===== config.mk =====
export PLATFORM = sky130hd
export DESIGN_NAME = tick_arbiter
export DESIGN_NICKNAME = d
export VERILOG_FILES = /design/src/rtl/tick_arb_pkg.sv /design/src/rtl/tick_arbiter_engine.sv /design/src/rtl/tick_arbiter.sv
export SDC_FILE = /design/constraint.sdc
export NUM_CORES = 1
export LEC_CHECK = 0
export CAP_MARGIN = 0
export CORE_MARGIN = 2
export CORE_UTILIZATION = 55
export CTS_BUF_LIST = sky130_fd_sc_hd__clkbuf_16
export DETAILED_ROUTE_END_ITERATION = 8
export PLACE_DENSITY = 0.76
export SLEW_MARGIN = 20
export SYNTH_ARGS = -nofsm -noshare
export SYNTH_HDL_FRONTEND = slang
export SYNTH_SLANG_ARGS = --single-unit

===== constraint.sdc =====
create_clock -name clk -period 6.25 [get_ports clk]
set_input_delay 1.875 -clock clk [delete_from_list [all_inputs] [get_ports clk]]
set_output_delay 1.875 -clock clk [all_outputs]
set_load 0.1 [all_outputs]

===== src/rtl/tick_arb_pkg.sv =====
// tick_arb_pkg
// Shared definitions for the tick arbiter slice:
//   tick_state_e    - engine state encoding (IDLE=0, DELAY=1, PULSE=2)
//   tick_arb_clog2  - ceiling log2 used to size channel-index fields
//   NCH_DEF / CHW   - default channel count and its index width
package tick_arb_pkg;

    typedef enum logic [1:0] {
        ST_IDLE  = 2'd0,
        ST_DELAY = 2'd1,
        ST_PULSE = 2'd2
    } tick_state_e;

    function automatic int tick_arb_clog2(input int n);
        int r;
        r = 0;
        for (int i = 0; i < 31; i++) begin
            if ((1 << i) < n) r = i + 1;
        end
        return r;
    endfunction

    localparam int NCH_DEF = 4;
    localparam int CHW     = tick_arb_clog2(NCH_DEF);

endpackage


===== src/rtl/tick_arbiter_engine.sv =====
// tick_engine
// Delayed, stretched pulse generator shared by all channels.
//   state | meaning
//   IDLE  | waiting for start; cnt holds 0
//   DELAY | counting the snapshot delay down to 1
//   PULSE | tick high; counting the snapshot length down to 0
// Ports:
//   clk, reset_n  system clock, asynchronous active-low reset
//   start         accept a job (only honoured in IDLE)
//   d, L          delay and length of the job, sampled on start
//   tick          registered pulse output (high while in PULSE)
//   busy          high while the engine is not IDLE
//   cnt           active down-counter value
module tick_engine
    import tick_arb_pkg::*;
#(
    parameter int W = 8
) (
    input  logic         clk,
    input  logic         reset_n,
    input  logic         start,
    input  logic [W-1:0] d,
    input  logic [W-1:0] L,
    output logic         tick,
    output logic         busy,
    output logic [W-1:0] cnt
);

    tick_state_e  state_q, state_d;
    logic [W-1:0] cnt_q, cnt_d;
    logic [W-1:0] len_q, len_d;
    logic         tick_q;

    always_comb begin
        state_d = state_q;
        cnt_d   = cnt_q;
        len_d   = len_q;
        unique case (state_q)
            ST_IDLE: begin
                if (start) begin
                    // The length is captured here so later config writes
                    // cannot reshape a job that is already running.
                    len_d = L;
                    if (d == '0) begin
                        state_d = ST_PULSE;
                        cnt_d   = L;
                    end else begin
                        state_d = ST_DELAY;
                        cnt_d   = d;
                    end
                end
            end
            ST_DELAY: begin
                if (cnt_q <= W'(1)) begin
                    state_d = ST_PULSE;
                    cnt_d   = len_q;
                end else begin
                    cnt_d = cnt_q - W'(1);
                end
            end
            ST_PULSE: begin
                if (cnt_q == '0) begin
                    state_d = ST_IDLE;
                end else begin
                    cnt_d = cnt_q - W'(1);
                end
            end
            default: begin
                state_d = ST_IDLE;
                cnt_d   = '0;
            end
        endcase
    end

    always_ff @(posedge clk or negedge reset_n) begin
        if (!reset_n) begin
            state_q <= ST_IDLE;
            cnt_q   <= '0;
            len_q   <= '0;
            tick_q  <= 1'b0;
        end else begin
            state_q <= state_d;
            cnt_q   <= cnt_d;
            len_q   <= len_d;
            tick_q  <= (state_d == ST_PULSE);
        end
    end

    assign tick = tick_q;
    assign busy = (state_q != ST_IDLE);
    assign cnt  = cnt_q;

endmodule


===== src/rtl/tick_arbiter.sv =====
// tick_arbiter
// Shares one delayed-pulse engine among NCH trigger requesters. Each channel
// has enable/delay/length config; a rising request edge queues the channel,
// and the arbiter hands queued channels to the engine one job at a time.
// Build option:
//   TICK_ARB_FIXED_PRIO_EN  defined  -> lowest pending index always wins
//                           undefined -> round-robin from the last grant
// Ports:
//   clk, reset_n                     clock, asynchronous active-low reset
//   req[NCH]                         per-channel trigger levels
//   cfg_we/cfg_sel/cfg_en/
//   cfg_delay/cfg_length             one-cycle config write to one channel
//   tick                             registered output pulse
//   tick_ch                          channel of the current or last job
//   grant[NCH]                       one-hot, one cycle at each grant
//   busy                             engine not idle
//   audit[8]                         engine down-counter, resized to 8 bits
module tick_arbiter
    import tick_arb_pkg::*;
#(
    parameter  int NCH = NCH_DEF,
    parameter  int W   = 8,
    localparam int CW  = (NCH == NCH_DEF) ? CHW : tick_arb_clog2(NCH)
) (
    input  logic           clk,
    input  logic           reset_n,
    input  logic [NCH-1:0] req,
    input  logic           cfg_we,
    input  logic [CW-1:0]  cfg_sel,
    input  logic           cfg_en,
    input  logic [W-1:0]   cfg_delay,
    input  logic [W-1:0]   cfg_length,
    output logic           tick,
    output logic [CW-1:0]  tick_ch,
    output logic [NCH-1:0] grant,
    output logic           busy,
    output logic [7:0]     audit
);

    logic [NCH-1:0]        req_prev_q;
    logic [NCH-1:0]        pending_q, pending_d;
    logic [NCH-1:0]        en_q;
    logic [NCH-1:0][W-1:0] delay_q;
    logic [NCH-1:0][W-1:0] length_q;
    logic [CW-1:0]         last_q;
    logic [CW-1:0]         tick_ch_q;
    logic [NCH-1:0]        grant_q, grant_d;

    logic [CW-1:0]         winner;
    logic [CW-1:0]         idx;
    logic                  start;
    logic                  eng_busy;
    logic [W-1:0]          eng_cnt;

    // Winner search. Loops run from lowest to highest priority so the last
    // hit is the one kept.
    always_comb begin
        winner = '0;
        idx    = '0;
`ifdef TICK_ARB_FIXED_PRIO_EN
        for (int i = NCH - 1; i >= 0; i--) begin
            idx = CW'(i);
            if (pending_q[idx]) winner = idx;
        end
`else
        for (int k = NCH; k >= 1; k--) begin
            idx = CW'((int'(last_q) + k) % NCH);
            if (pending_q[idx]) winner = idx;
        end
`endif
    end

    assign start = !eng_busy && (|pending_q);

    always_comb begin
        pending_d = pending_q;
        if (start) pending_d[winner] = 1'b0;
        // A fresh edge on the channel being granted re-queues it.
        pending_d = pending_d | (req & ~req_prev_q & en_q);
        if (cfg_we && !cfg_en) pending_d[cfg_sel] = 1'b0;
    end

    always_comb begin
        grant_d = '0;
        if (start) grant_d[winner] = 1'b1;
    end

    always_ff @(posedge clk or negedge reset_n) begin
        if (!reset_n) begin
            req_prev_q <= '0;
            pending_q  <= '0;
            en_q       <= '0;
            delay_q    <= '0;
            length_q   <= '0;
            // Pointing at the top channel makes the first search start at 0.
            last_q     <= CW'(NCH - 1);
            tick_ch_q  <= '0;
            grant_q    <= '0;
        end else begin
            req_prev_q <= req;
            pending_q  <= pending_d;
            grant_q    <= grant_d;
            if (start) begin
                last_q    <= winner;
                tick_ch_q <= winner;
            end
            if (cfg_we) begin
                en_q[cfg_sel]     <= cfg_en;
                delay_q[cfg_sel]  <= cfg_delay;
                length_q[cfg_sel] <= cfg_length;
            end
        end
    end

    tick_engine #(.W(W)) u_engine (
        .clk     (clk),
        .reset_n (reset_n),
        .start   (start),
        .d       (delay_q[winner]),
        .L       (length_q[winner]),
        .tick    (tick),
        .busy    (eng_busy),
        .cnt     (eng_cnt)
    );

    if (W >= 8) begin : g_audit_trunc
        assign audit = eng_cnt[7:0];
    end else begin : g_audit_ext
        assign audit = {{(8 - W){1'b0}}, eng_cnt};
    end

    assign busy    = eng_busy;
    assign grant   = grant_q;
    assign tick_ch = tick_ch_q;

endmodule


* After elaboration in Yosys (flattened, before gate mapping)
Cells that the tools add are included.
W data, S select, Z words.
** Storage, ports and cells
- Bits in registers :: 103
- Output and inout port bits :: 16
** Operators by class
- Add/subtract/negate cells :: 5
- Order comparisons :: 9
- Equal/unequal tests :: 5
- Multiplexer cells :: 38
- Bitwise logic cells :: 8
- Reduce and logical (&&, ||, !) cells :: 13
** Operators by type and width (number)
- $bwmux W32 :: 2
- $mux W8 :: 7
- $bmux W8 S2 :: 2
- $pmux W8 S3 :: 1
- $lt A2 B3 Y1 const B :: 6
- $and A4 B4 Y4 :: 4
- $demux W8 S2 :: 1
- $logic_not A8 Y1 :: 2
- $mux W2 :: 8
- $mux W4 :: 3
- $not A4 Y4 :: 3
- $bmux W1 S2 :: 4
- $le A8 B1 Y1 const B :: 1
- $sub A8 B1 Y8 const B :: 1
- $mux W1 :: 6
- $pmux W2 S3 :: 1
- $add A2 B1 Y2 const B :: 2
- $add A2 B2 Y2 const B :: 2
- $bwmux W4 :: 1
- $demux W1 S2 :: 2
- $eq A2 B2 Y1 const B :: 2
- $ge A2 B1 Y1 const B :: 2
- $logic_and A1 B1 Y1 :: 4
- $ne A2 B2 Y1 const B :: 2
- 7 further kinds :: 9

* Longest topological paths before layout
- Depth after elaboration :: 17
- Depth in mapped cells :: 10
- Depth with buffers taken out :: 9

* Cells and area by module
A second synthesis with hierarchy kept.
** Second synthesis, totals
- Cells, all modules :: 410
- Area total of the unflattened synthesis :: 4987.3 um^2
** Modules (own cells, without submodules)
- tick_arbiter :: times used 1, cells each 281, area an instance 3763.6 um^2
- tick_engine :: times used 1, cells each 129, area an instance 1223.7 um^2

* Worst setup path after synthesis
Ideal clock, no wire load.
- Path kind :: input-to-reg
- From :: input port cfg_sel[0]
- To :: register delay_q[0] (netlist bit)
- Data arrival time :: 3.078 ns
- Data required time :: 6.125 ns
- Slack :: 3.048 ns
- Cell stages on the path :: 4
- Path buffers :: 2
- Path through :: nor3b_1 clkbuf_1 clkbuf_1 mux2_2
** On the way
- Word-level cells in the longest chain between the ends :: 5
** RTL lines
- start, declared :: line tick_arbiter.sv:29 : input logic [CW-1:0] cfg_sel,
- $lt A2 B3 Y1 (implied by the code) / $ge A2 B1 Y1 (equally long branches) :: line tick_arbiter.sv:109 : delay_q[cfg_sel] <= cfg_delay;
- $logic_and A1 B1 Y1 (implied by the code) :: line tick_arbiter.sv:109
- $mux W8 (implied by the code) :: line tick_arbiter.sv:109
- $demux W8 S2 * :: line tick_arbiter.sv:109
- $bwmux W32 * :: line tick_arbiter.sv:109
- end signal, assigned by index :: line tick_arbiter.sv:109
- end, declared :: line tick_arbiter.sv:43 : logic [NCH-1:0][W-1:0] delay_q;
Mark *: on every way between the ends. The rest lies on a longest branch, timed or not.
A chain may end at the register's enable or synchronous reset.

* Final worst setup path
- From :: register u_engine.state_q[1]
- To :: output port busy
** On the way
- Word-level cells in the longest chain between the ends :: 1
** RTL lines
- start, declared :: line tick_arbiter_engine.sv:29 : tick_state_e state_q, state_d;
- start signal, assigned :: line tick_arbiter_engine.sv:82 : state_q <= state_d;
- $reduce_bool A2 Y1 :: line tick_arbiter_engine.sv:90 : assign busy = (state_q != ST_IDLE);
- end, declared :: line tick_arbiter.sv:36 : output logic busy,
No other way between the ends.

==> summary.md <==
| Metric | Value |
|---|---|
| P_leak | `between 2 and 2.5 nW` |
| Gr usage total | `0.221` |
| Number of antenna diodes | `0` |
| Fin crit share | `0.680` |
| DRT Wirelength | `between 10000 and 15000 microns` |
| Worst-Skew Late Latency | `between 300 and 400 ps` |
| Core box area | `a little under 9000 sq um` |
| Starting density of the core | `0.563` |
| Ratio of cells with drive above 1 in the final layout | `0.233` |
| Hold Crit Depth | `2` |
| Worst reg2reg endpoint | `u_engine.state_q[0]` |
| PostCTS Resize Cnt | `0` |
| Final setup viols | `0` |
| Total gr overflow | `0` |
| Vias in the first global route | `3321` |
| Avg Cell Area, Syn | `approximately 12 sq um` |
| Req. time, crit path | `4380 ps` |
| First-pass GRT wire length | `approximately 17000 microns` |
| Reg2reg path depth | `8` |
| Fin. Hold Viols | `0` |
| Clock sink total | `around 100` |
| Worst min path class | `flip-flop to flip-flop` |
| Skew final | `just under 9 ps` |
| Final Max Slew Viols | `0` |
| Placed insts | `approximately 540` |
| Pin count of the biggest net entering global routing | `63` |
| DRT Pass-1 Iters | `4` |
| Synth Instances | `between 400 and 500` |
| Peak supply drop | `~0.0003 V` |
| Synthesis warning total | `0` |
| Fin cells | `559` |
| Fin nets | `474` |
| DR vias/cell | `around 5.9` |
| Clock Tree Buf Depth | `2` |
| Die Height | `between 90 and 100 microns` |
| Reg-to-Reg Start | `last_q[1]` |
| TritonCTS clock tree | `built` |
| Area after DPL | `5360 sq um` |
| Area growth, synth to finish | `15.7%` |
| Num ports | `between 40 and 50` |
| Pwr dens | `~540 nW/um^2` |
| Setup WS post-layout | `roughly 2000 ps` |
| Reg2Reg Setup Slack | `~3300 ps` |
| Commonest non-fill, non-tap cell in the layout | `dfrtp_1` |
| Initial antenna violation count | `0` |
| Pre-CTS WS | `2350 ps` |
| CTS root buf | `clkbuf_16` |
| Crit path max fanout | `14` |
| Final Hold Slack | `about 480 ps` |
| Max transition margin | `0.301` |
| Yosys reg bits | `about 100` |
| Yosys cell types | `45` |
| Hold Path Origin | `u_engine.len_q[1]` |
| Post-route cell area | `around 5700 sq um` |
| F_max | `235 MHz` |
| Crit path kind | `flip-flop to output port` |
| Max_cap viols | `0` |
| Worst setup EP type | `output port` |
| Num CTS Buffers | `9` |
| DR vias | `~3300` |
| Post-Syn Nets | `438` |
| Port-buffer cells | `around 40` |
| Hpwl dp | `6530 microns` |
| Placer Congestion | `a little under 0.9` |
| Detail Route Antenna Nets | `0` |
| Period minus WS final | `roughly 4200 ps` |
| Clock slew at reported path FFs | `around 70 ps` |
| Setup_tns | `0 ps` |
| CTS Hold Bufs | `0` |
| # rows | `34` |
| Tightest Pin Transition | `1050 ps` |
| Seq/Total Area, Yosys | `0.528` |
| Min-Delay Endpoint | `u_engine.len_q[1]` |
| DRC | `0` |
| Setup Fix Bufs, Post-CTS | `0` |
| Wire length per cell | `~18 microns` |
| CP startpoint | `u_engine.state_q[1]` |
| Mapped Area | `about 4900 sq um` |
| H-tree lvl count | `3` |
| Die area | `9660 sq um` |
| Startpoint types | `flip-flop` |
| Initial DRC Count | `about 170` |
| Horiz. Die Dim | `roughly 98 microns` |
| RSZ-0062 raised after global routing | `no` |
| Status | `complete, no violations` |
| Critical path arrival | `between 2000 and 2500 ps` |
| Most frequent cells in the layout | `dfrtp_1 (101), mux2_2 (78), nand2_1 (43)` |
==> cell usage after synthesis <==
master      n  area (sq um)
a211o_1     1          8.76
a211oi_1    1          7.51
a21o_1      1          7.51
a21oi_1    14          70.1
a221oi_1    2          17.5
a22o_1      1          8.76
a22oi_1     1          7.51
a31oi_1     1          6.26
and2_0      1          6.26
and3_1      3          18.8
buf_12      1          20.0
buf_2       3          15.0
buf_4       2          15.0
buf_6       3          33.8
clkbuf_1   11          41.3
dfrtp_1   101          2530
dfstp_2     2          52.6
ha_1        2          25.0
inv_1       6          22.5
mux2_2     78           878
mux2i_1    33           330
nand2_1    43           161
nand2b_1    8          50.1
nand3_1     4          20.0
nand3b_1    6          45.0
nor2_1     21          78.8
nor2b_1     5          31.3
nor3_1      5          25.0
nor3b_1     1          7.51
nor4_1      2          12.5
o211ai_1   13          97.6
o211ai_2    1          12.5
o21a_1      1          7.51
o21ai_0    11          55.1
o21ai_1     1          5.00
o221ai_1    3          26.3
o221ai_2    1          15.0
o22a_1      1          8.76
o22ai_1     6          37.5
or2_0       1          6.26
or3_1       3          18.8
or4_1       1          7.51
or4b_4      1          13.8
xnor2_1     1          8.76
xor2_1      2          17.5
==> where the power goes <==
group / switching, mW / internal (mW)
Sequential: 0.141 / 0.850
Combinational: 0.945 / 0.552
Clock: 0.240 / 0.308
==> logic make-up (layout without fill, tap and decap cells) <==
group                    Yosys count  after routing  synth area share
AO/OA/AOI/OAI                     60             60            0.0816
XOR/XNOR                           3              3           0.00537
adder cells (fa/ha/maj)            2              2           0.00512
buffers and inverters             26             67            0.0302
flip-flops                       103            103             0.528
multiplexers                     111            111             0.247
AND/OR/NAND/NOR                  105            105             0.103
==> routing by layer <==
| layer | routed length (microns) | global-route usage | share of wire |
|---|---|---|---|
| met2 | 5010 | 0.367 | 0.49 |
| met1 | 4410 | 0.282 | 0.44 |
| met5 | 0 | 0 | 0 |
| met3 | 532 | 0.0523 | 0.052 |
| met4 | 186 | 0.0811 | 0.018 |
==> critical path: stages, from the launching register on <==
cell,delay (ps)
dfrtp_1,610
nor2_1,220
inv_1,90
clkdlybuf4s50_1,1120
==> how the worst max path moves through the flow <==
stage | to | slack [ps]
after floorplan | delay_q[0] | 3050
after detailed placement | delay_q[29] | 2350
final | busy | 2000
after CTS | busy | 2020
after global routing | busy | 1900
after global placement | en_q[3] | 2400
==> flip-flops by register name, indices dropped and copies added, names as in the netlist, 4 cells and up <==
name / count
pending_q: 4
delay_q: 32
u_engine.len_q: 8
req_prev_q: 4
u_engine.cnt: 8
grant: 4
length_q: 32
en_q: 4
==> area by class of cell <==
cell class,instances,area [sq um]
clock buffers,9,225
clock inverters,7,66.3
fillers,703,3020
inverters,6,22.5
multi-input cells,281,2190
flip-flops and latches,103,2580
well taps,108,135
repair buffers,45,438
==> metrics by stage <==
step / power, mW / util
after floorplan: 2.15 / -
after global placement: 2.44 / 0.618
after detailed placement: 2.48 / 0.618
after CTS: 3.04 / 0.652
after global routing: 3.21 / 0.652
final: 3.04 / 0.652
Note: power is estimated with default switching activity, not from simulation.
